[src/rtl/alu_share_arbiter.sv]
// Round-robin sharing of one ALU between the execute stage (port 0) and the aux unit (port 1).
// Optional statistics counters are built when ALU_ARB_STATS_EN is defined.
module alu_share_arbiter #(
  parameter int DATA_WIDTH = 32,
  parameter int CNT_WIDTH  = 16
) (
  input  logic                  clk,
  input  logic                  rst_n,
  input  logic                  req_valid_0_i,
  output logic                  req_ready_0_o,
  input  logic [DATA_WIDTH-1:0] req_a_0_i,
  input  logic [DATA_WIDTH-1:0] req_b_0_i,
  input  logic [3:0]            req_ctrl_0_i,
  output logic                  rsp_valid_0_o,
  input  logic                  rsp_ready_0_i,
  output logic [DATA_WIDTH-1:0] rsp_data_0_o,
  output logic                  rsp_zero_0_o,
  input  logic                  req_valid_1_i,
  output logic                  req_ready_1_o,
  input  logic [DATA_WIDTH-1:0] req_a_1_i,
  input  logic [DATA_WIDTH-1:0] req_b_1_i,
  input  logic [3:0]            req_ctrl_1_i,
  output logic                  rsp_valid_1_o,
  input  logic                  rsp_ready_1_i,
  output logic [DATA_WIDTH-1:0] rsp_data_1_o,
  output logic                  rsp_zero_1_o,
  input  logic                  flush_i,
  output logic [DATA_WIDTH-1:0] alu_a_o,
  output logic [DATA_WIDTH-1:0] alu_b_o,
  output logic [3:0]            alu_control_o,
  input  logic [DATA_WIDTH-1:0] alu_result_i,
  input  logic                  alu_zero_i,
  output logic [CNT_WIDTH-1:0]  stat_grant_0_o,
  output logic [CNT_WIDTH-1:0]  stat_grant_1_o,
  output logic [CNT_WIDTH-1:0]  stat_conflict_o
);

  localparam logic [3:0] CTRL_ZERO = 4'hA;

  typedef enum logic {S_IDLE, S_BUSY} state_t;

  state_t                state_q, state_d;
  logic                  owner_q, owner_d;
  logic                  last_grant_q, last_grant_d;
  logic [DATA_WIDTH-1:0] alu_a_q, alu_a_d, alu_b_q, alu_b_d;
  logic [3:0]            alu_ctrl_q, alu_ctrl_d;
  logic [1:0]            rsp_valid_q, rsp_valid_d;
  logic [1:0]            rsp_zero_q, rsp_zero_d;
  logic [DATA_WIDTH-1:0] rsp_data0_q, rsp_data0_d, rsp_data1_q, rsp_data1_d;

  logic       inflight0, inflight1, elig0, elig1, cand0, cand1;
  logic       grant0, grant1, capture;
  logic [3:0] sel_ctrl;

  function automatic logic [3:0] sanitize_ctrl(input logic [3:0] c);
    return (c > CTRL_ZERO) ? CTRL_ZERO : c;
  endfunction

  always_comb begin
    inflight0 = (state_q == S_BUSY) && (owner_q == 1'b0);
    inflight1 = (state_q == S_BUSY) && (owner_q == 1'b1);
    elig0     = req_valid_0_i && !inflight0 && (!rsp_valid_q[0] || rsp_ready_0_i);
    elig1     = req_valid_1_i && !inflight1 && (!rsp_valid_q[1] || rsp_ready_1_i);
    // Flush only blocks port 0; port 1 can still take the ALU in the same cycle.
    cand0     = elig0 && !flush_i;
    cand1     = elig1;
    grant0    = cand0 && (!cand1 || last_grant_q);
    grant1    = cand1 && (!cand0 || !last_grant_q);
    sel_ctrl  = grant1 ? req_ctrl_1_i : req_ctrl_0_i;
    capture   = (state_q == S_BUSY) && !((owner_q == 1'b0) && flush_i);

    state_d      = (grant0 || grant1) ? S_BUSY : S_IDLE;
    owner_d      = grant1;
    last_grant_d = (grant0 || grant1) ? grant1 : last_grant_q;
    alu_a_d      = '0;
    alu_b_d      = '0;
    alu_ctrl_d   = CTRL_ZERO;
    if (grant0 || grant1) begin
      alu_a_d    = grant1 ? req_a_1_i : req_a_0_i;
      alu_b_d    = grant1 ? req_b_1_i : req_b_0_i;
      alu_ctrl_d = sanitize_ctrl(sel_ctrl);
    end

    // A capture wins over a same-cycle pop; flush empties port 0 outright.
    rsp_valid_d[0] = rsp_valid_q[0] && !rsp_ready_0_i && !flush_i;
    rsp_valid_d[1] = rsp_valid_q[1] && !rsp_ready_1_i;
    rsp_zero_d     = rsp_zero_q;
    rsp_data0_d    = rsp_data0_q;
    rsp_data1_d    = rsp_data1_q;
    if (capture && (owner_q == 1'b0)) begin
      rsp_valid_d[0] = 1'b1;
      rsp_zero_d[0]  = alu_zero_i;
      rsp_data0_d    = alu_result_i;
    end
    if (capture && (owner_q == 1'b1)) begin
      rsp_valid_d[1] = 1'b1;
      rsp_zero_d[1]  = alu_zero_i;
      rsp_data1_d    = alu_result_i;
    end
  end

  always_ff @(posedge clk or negedge rst_n) begin
    if (!rst_n) begin
      state_q      <= S_IDLE;
      owner_q      <= 1'b0;
      last_grant_q <= 1'b1;
      alu_a_q      <= '0;
      alu_b_q      <= '0;
      alu_ctrl_q   <= CTRL_ZERO;
      rsp_valid_q  <= '0;
      rsp_zero_q   <= '0;
      rsp_data0_q  <= '0;
      rsp_data1_q  <= '0;
    end else begin
      state_q      <= state_d;
      owner_q      <= owner_d;
      last_grant_q <= last_grant_d;
      alu_a_q      <= alu_a_d;
      alu_b_q      <= alu_b_d;
      alu_ctrl_q   <= alu_ctrl_d;
      rsp_valid_q  <= rsp_valid_d;
      rsp_zero_q   <= rsp_zero_d;
      rsp_data0_q  <= rsp_data0_d;
      rsp_data1_q  <= rsp_data1_d;
    end
  end

  assign req_ready_0_o = grant0;
  assign req_ready_1_o = grant1;
  assign rsp_valid_0_o = rsp_valid_q[0];
  assign rsp_valid_1_o = rsp_valid_q[1];
  assign rsp_data_0_o  = rsp_data0_q;
  assign rsp_data_1_o  = rsp_data1_q;
  assign rsp_zero_0_o  = rsp_zero_q[0];
  assign rsp_zero_1_o  = rsp_zero_q[1];
  assign alu_a_o       = alu_a_q;
  assign alu_b_o       = alu_b_q;
  assign alu_control_o = alu_ctrl_q;

`ifdef ALU_ARB_STATS_EN
  logic [CNT_WIDTH-1:0] grant0_cnt_q, grant0_cnt_d;
  logic [CNT_WIDTH-1:0] grant1_cnt_q, grant1_cnt_d;
  logic [CNT_WIDTH-1:0] conflict_cnt_q, conflict_cnt_d;

  function automatic logic [CNT_WIDTH-1:0] sat_inc(input logic [CNT_WIDTH-1:0] v);
    return (&v) ? v : v + {{(CNT_WIDTH-1){1'b0}}, 1'b1};
  endfunction

  always_comb begin
    grant0_cnt_d   = grant0 ? sat_inc(grant0_cnt_q) : grant0_cnt_q;
    grant1_cnt_d   = grant1 ? sat_inc(grant1_cnt_q) : grant1_cnt_q;
    conflict_cnt_d = (elig0 && elig1) ? sat_inc(conflict_cnt_q) : conflict_cnt_q;
  end

  always_ff @(posedge clk or negedge rst_n) begin
    if (!rst_n) begin
      grant0_cnt_q   <= '0;
      grant1_cnt_q   <= '0;
      conflict_cnt_q <= '0;
    end else begin
      grant0_cnt_q   <= grant0_cnt_d;
      grant1_cnt_q   <= grant1_cnt_d;
      conflict_cnt_q <= conflict_cnt_d;
    end
  end

  assign stat_grant_0_o  = grant0_cnt_q;
  assign stat_grant_1_o  = grant1_cnt_q;
  assign stat_conflict_o = conflict_cnt_q;
`else
  assign stat_grant_0_o  = '0;
  assign stat_grant_1_o  = '0;
  assign stat_conflict_o = '0;
`endif

endmodule

[config.mk]
export PLATFORM = sky130hd
export DESIGN_NAME = alu_share_arbiter
export DESIGN_NICKNAME = d
export VERILOG_FILES = /design/src/rtl/alu_share_arbiter.sv
export SDC_FILE = /design/constraint.sdc
export NUM_CORES = 1
export LEC_CHECK = 0
export BUFFER_PORTS_ARGS = -buffer_cell sky130_fd_sc_hd__buf_2
export CORE_AREA = 2 2 140 142
export DETAILED_ROUTE_END_ITERATION = 10
export DIE_AREA = 0 0 142 144
export MAX_ROUTING_LAYER = met4
export PLACE_DENSITY = 0.66
export SYNTH_ARGS = -nofsm -noshare
export SYNTH_HDL_FRONTEND = slang
export SYNTH_SLANG_ARGS = --single-unit
[constraint.sdc]
create_clock -name clk -period 2.06 [get_ports clk]
set_input_delay 0.103 -clock clk [delete_from_list [all_inputs] [get_ports clk]]
set_output_delay 0.103 -clock clk [all_outputs]
set_load 0.05 [all_outputs]
==> metrics <==
Synth area leaders=dfrtp_1, mux2_2, a22o_1; Vias=4993; final core occ=0.505; R2R Path Start=state_q$_DFF_PN0_; CP startpoint=state_q$_DFF_PN0_; die width=142 um; CTS tree=yes; GP Congestion=0.759; largest area contributor in the netlist=dfrtp_1; worst hold path type=in -> reg; CP Cell Sequence=nor2b_2 -> nor4b_4 -> buf_4 -> o21a_4 -> buf_4 -> buf_4 -> a22o_1; post-DP HPWL=11100 um; Seq. cell area=3480 um^2; first-pass GRT wire length=26900 um; max cap viols=0; number of buffer and inverter stages on the critical path=3; Avg Cell Area, Syn=14.7 um^2; Non-Filler Instances=1124; Reg2Reg Setup Slack=0.07 ns; CP dominant cell by count=buf_4; type of origin of the critical path=flop; Nets=1050; Rows=51; Post-Synth Adder-Cell Area=0; I/O pin count=362; ratio of cells with drive above 1 in the final layout=0.495; Slowest-stage cell, CP=nor4b_4; Synth Warn #=0; initial antenna violation count=1; Fillers=1571; CTS sink count=139; largest family of logic cells by synthesized area=multiplexers; Synth Cell Area=5460 um^2; Relative slew margins=0.592; H-tree depth=4; RSZ-0062 raised after global routing=true; pin count of the biggest net entering global routing=65; drt drc=0; Root Buffer=clkbuf_16; total global routing overflow=0; f_max=502 MHz; CP Capture Type=flop; critical path required time=2.40 ns; Seq/Total Area, Yosys=0.638; crit path kind=reg -> reg; Final Hold Violating Endpoints=0; Tcrit/Tclk final=0.967; WP depth=7; die area=20400 um^2; min Tclk post-route=1.99 ns; Synth Area in Compound Gates=0.114; final max-slew violation count=0; Netlist cell types=23; Critical R2R Capture=alu_a_o[31]$_DFF_PN0_; worst skew pair latency=0.40 ns; Max Root-Sink Buffers=2; total CTS buffers=17; CP arrival=2.33 ns; max incr delay on CP=0.39 ns; All-Layer GR Usage=0.177; top-area cell type share of the netlist area=0.623; Synth Area in XOR/XNOR=0; setup-violating endpoint count in the final report=0; vias per cell=4.44; core footprint=19100 um^2; Die Y=144 um; Iteration-0 DRC Markers=141; Worst-path clk slew=0.06 ns; Area growth syn-to-layout=76.6%; crit path to=alu_a_o[31]$_DFF_PN0_; R2R cell count=7; Synth Area in Simple Gates=0.0179; placed insts=913; Port Buffers=313; Starting Density=0.286; commonest non-fill, non-tap cell in the layout=buf_2; status=finished, final reports clean; Final Skew=0.00652 ns; vias in the first global route=5202; ANT nets after route=0; mux share of post-synthesis cell area=0.143; Mapped Cells=371; Slew @ Worst Pin=0.612 ns; maximum VDD drop=0.515 mV; Crit Path Max Fanout=17; most frequent cells in the layout=buf_2, dlygate4sd3_1, dfrtp_1, mux2_2, a22o_1; P_leak=0.00488 uW; Avg WL per Cell=16.4 um; CP top delay family=buffers and inverters; Yosys reg bits=139; Routed Wire Length=18500 um; PwrDens=1310 nW/um^2; setup TNS=0 ns; Multi-input gate area=1710 um^2; DR pass1 iterations=5
## layer usage
layer,GRT usage,vias to the layer above,wire (um)
li1,-,2246,-
met1,0.201,2429,7650
met2,0.289,275,8980
met3,0.0573,43,1330
met4,0.0747,0,510
met5,-,-,0
## through the flow
step | setup slack (ns) | cell area, um^2 | hold WS [ns] | power, uW
after floorplan | 0.136 | 5640 | -0.193 | 7870
after global placement | 0.218 | 7190 | 0.134 | 9080
after detailed placement | 0.159 | 7190 | 0.127 | 9150
after CTS | -0.0322 | 9560 | 0.0130 | 12700
after global routing | -0.0276 | 9640 | 0.0264 | 13200
final | 0.0690 | 9640 | 0.0236 | 12700
## worst min-delay path by stage
stage                              from                          end  slack (ns)  cells past startpoint
final                     rsp_ready_0_i     rsp_valid_q[0]$_DFF_PN0_        0.02                      4
after global routing      rsp_ready_0_i     rsp_valid_q[0]$_DFF_PN0_        0.03                      4
after CTS                 rsp_ready_0_i     rsp_valid_q[0]$_DFF_PN0_        0.01                      4
after detailed placement          rst_n  rsp_data_0_o[6]$_DFFE_PN0P_        0.13                      1
after global placement            rst_n  rsp_data_1_o[4]$_DFFE_PN0P_        0.13                      1
after floorplan                   rst_n         alu_a_o[0]$_DFF_PN0_       -0.19                      0
## worst register-to-register path, cell delays in order (launching register included)
cell and delay [ns]:
dfrtp_1 0.37, nor2b_2 0.18, nor4b_4 0.39, buf_4 0.19
o21a_4 0.13, buf_4 0.22, buf_4 0.27, a22o_1 0.18
## cells by family after synthesis
group           after synthesis
simple gates                 16
mux                          70
buf+inv                      72
flops                       139
other cells                   1
compound gates               73
## state kept, by name (all words and copies together), names as in the netlist
register	cells
alu_a_o	32
alu_b_o	32
alu_control_o	4
last_grant_q	1
owner_q	1
rsp_data_0_o	32
rsp_data_1_o	32
rsp_valid_q	2
rsp_zero_q	2
state_q	1
## power breakdown
group          switching (uW)  internal [uW]
Clock                    1130           2080
Sequential                338           3520
Combinational            4010           1590
## synth_stat cells
cell and instances:
o211ai_1 1, buf_2 11, o21ai_0 4, dfrtp_1 136, nor2_1 2, nand2_1 7
buf_4 50, nor4b_4 1, mux2_2 66, or3b_1 1, a21boi_1 1, mux2i_1 4
nand3b_1 1, conb_1 1, a21oi_2 1, a22o_1 64, clkbuf_1 8, nand3_1 1
o32a_1 1, inv_1 3, o21a_1 1, nor2b_1 3, dfstp_2 3
## repair_timing
action,4_1_cts,5_1_grt
hold buffers,172,0
cloned,0,2
resized for setup,5,2
setup buffers,1,5
pin swaps,0,1
hold endpoints to repair,195,0
setup endpoints to repair,2,3
## area by class of cell
type / count / share of cell area
antenna: 1 / 0.000260
inverter: 3 / 0.00117
clock buffer: 19 / 0.0470
multi-input combinational: 208 / 0.178
tap: 238 / 0.0309
sequential: 139 / 0.361
timing repair buffer: 505 / 0.365
clock inverter: 11 / 0.0174
Power figures use the tool's default switching activity.
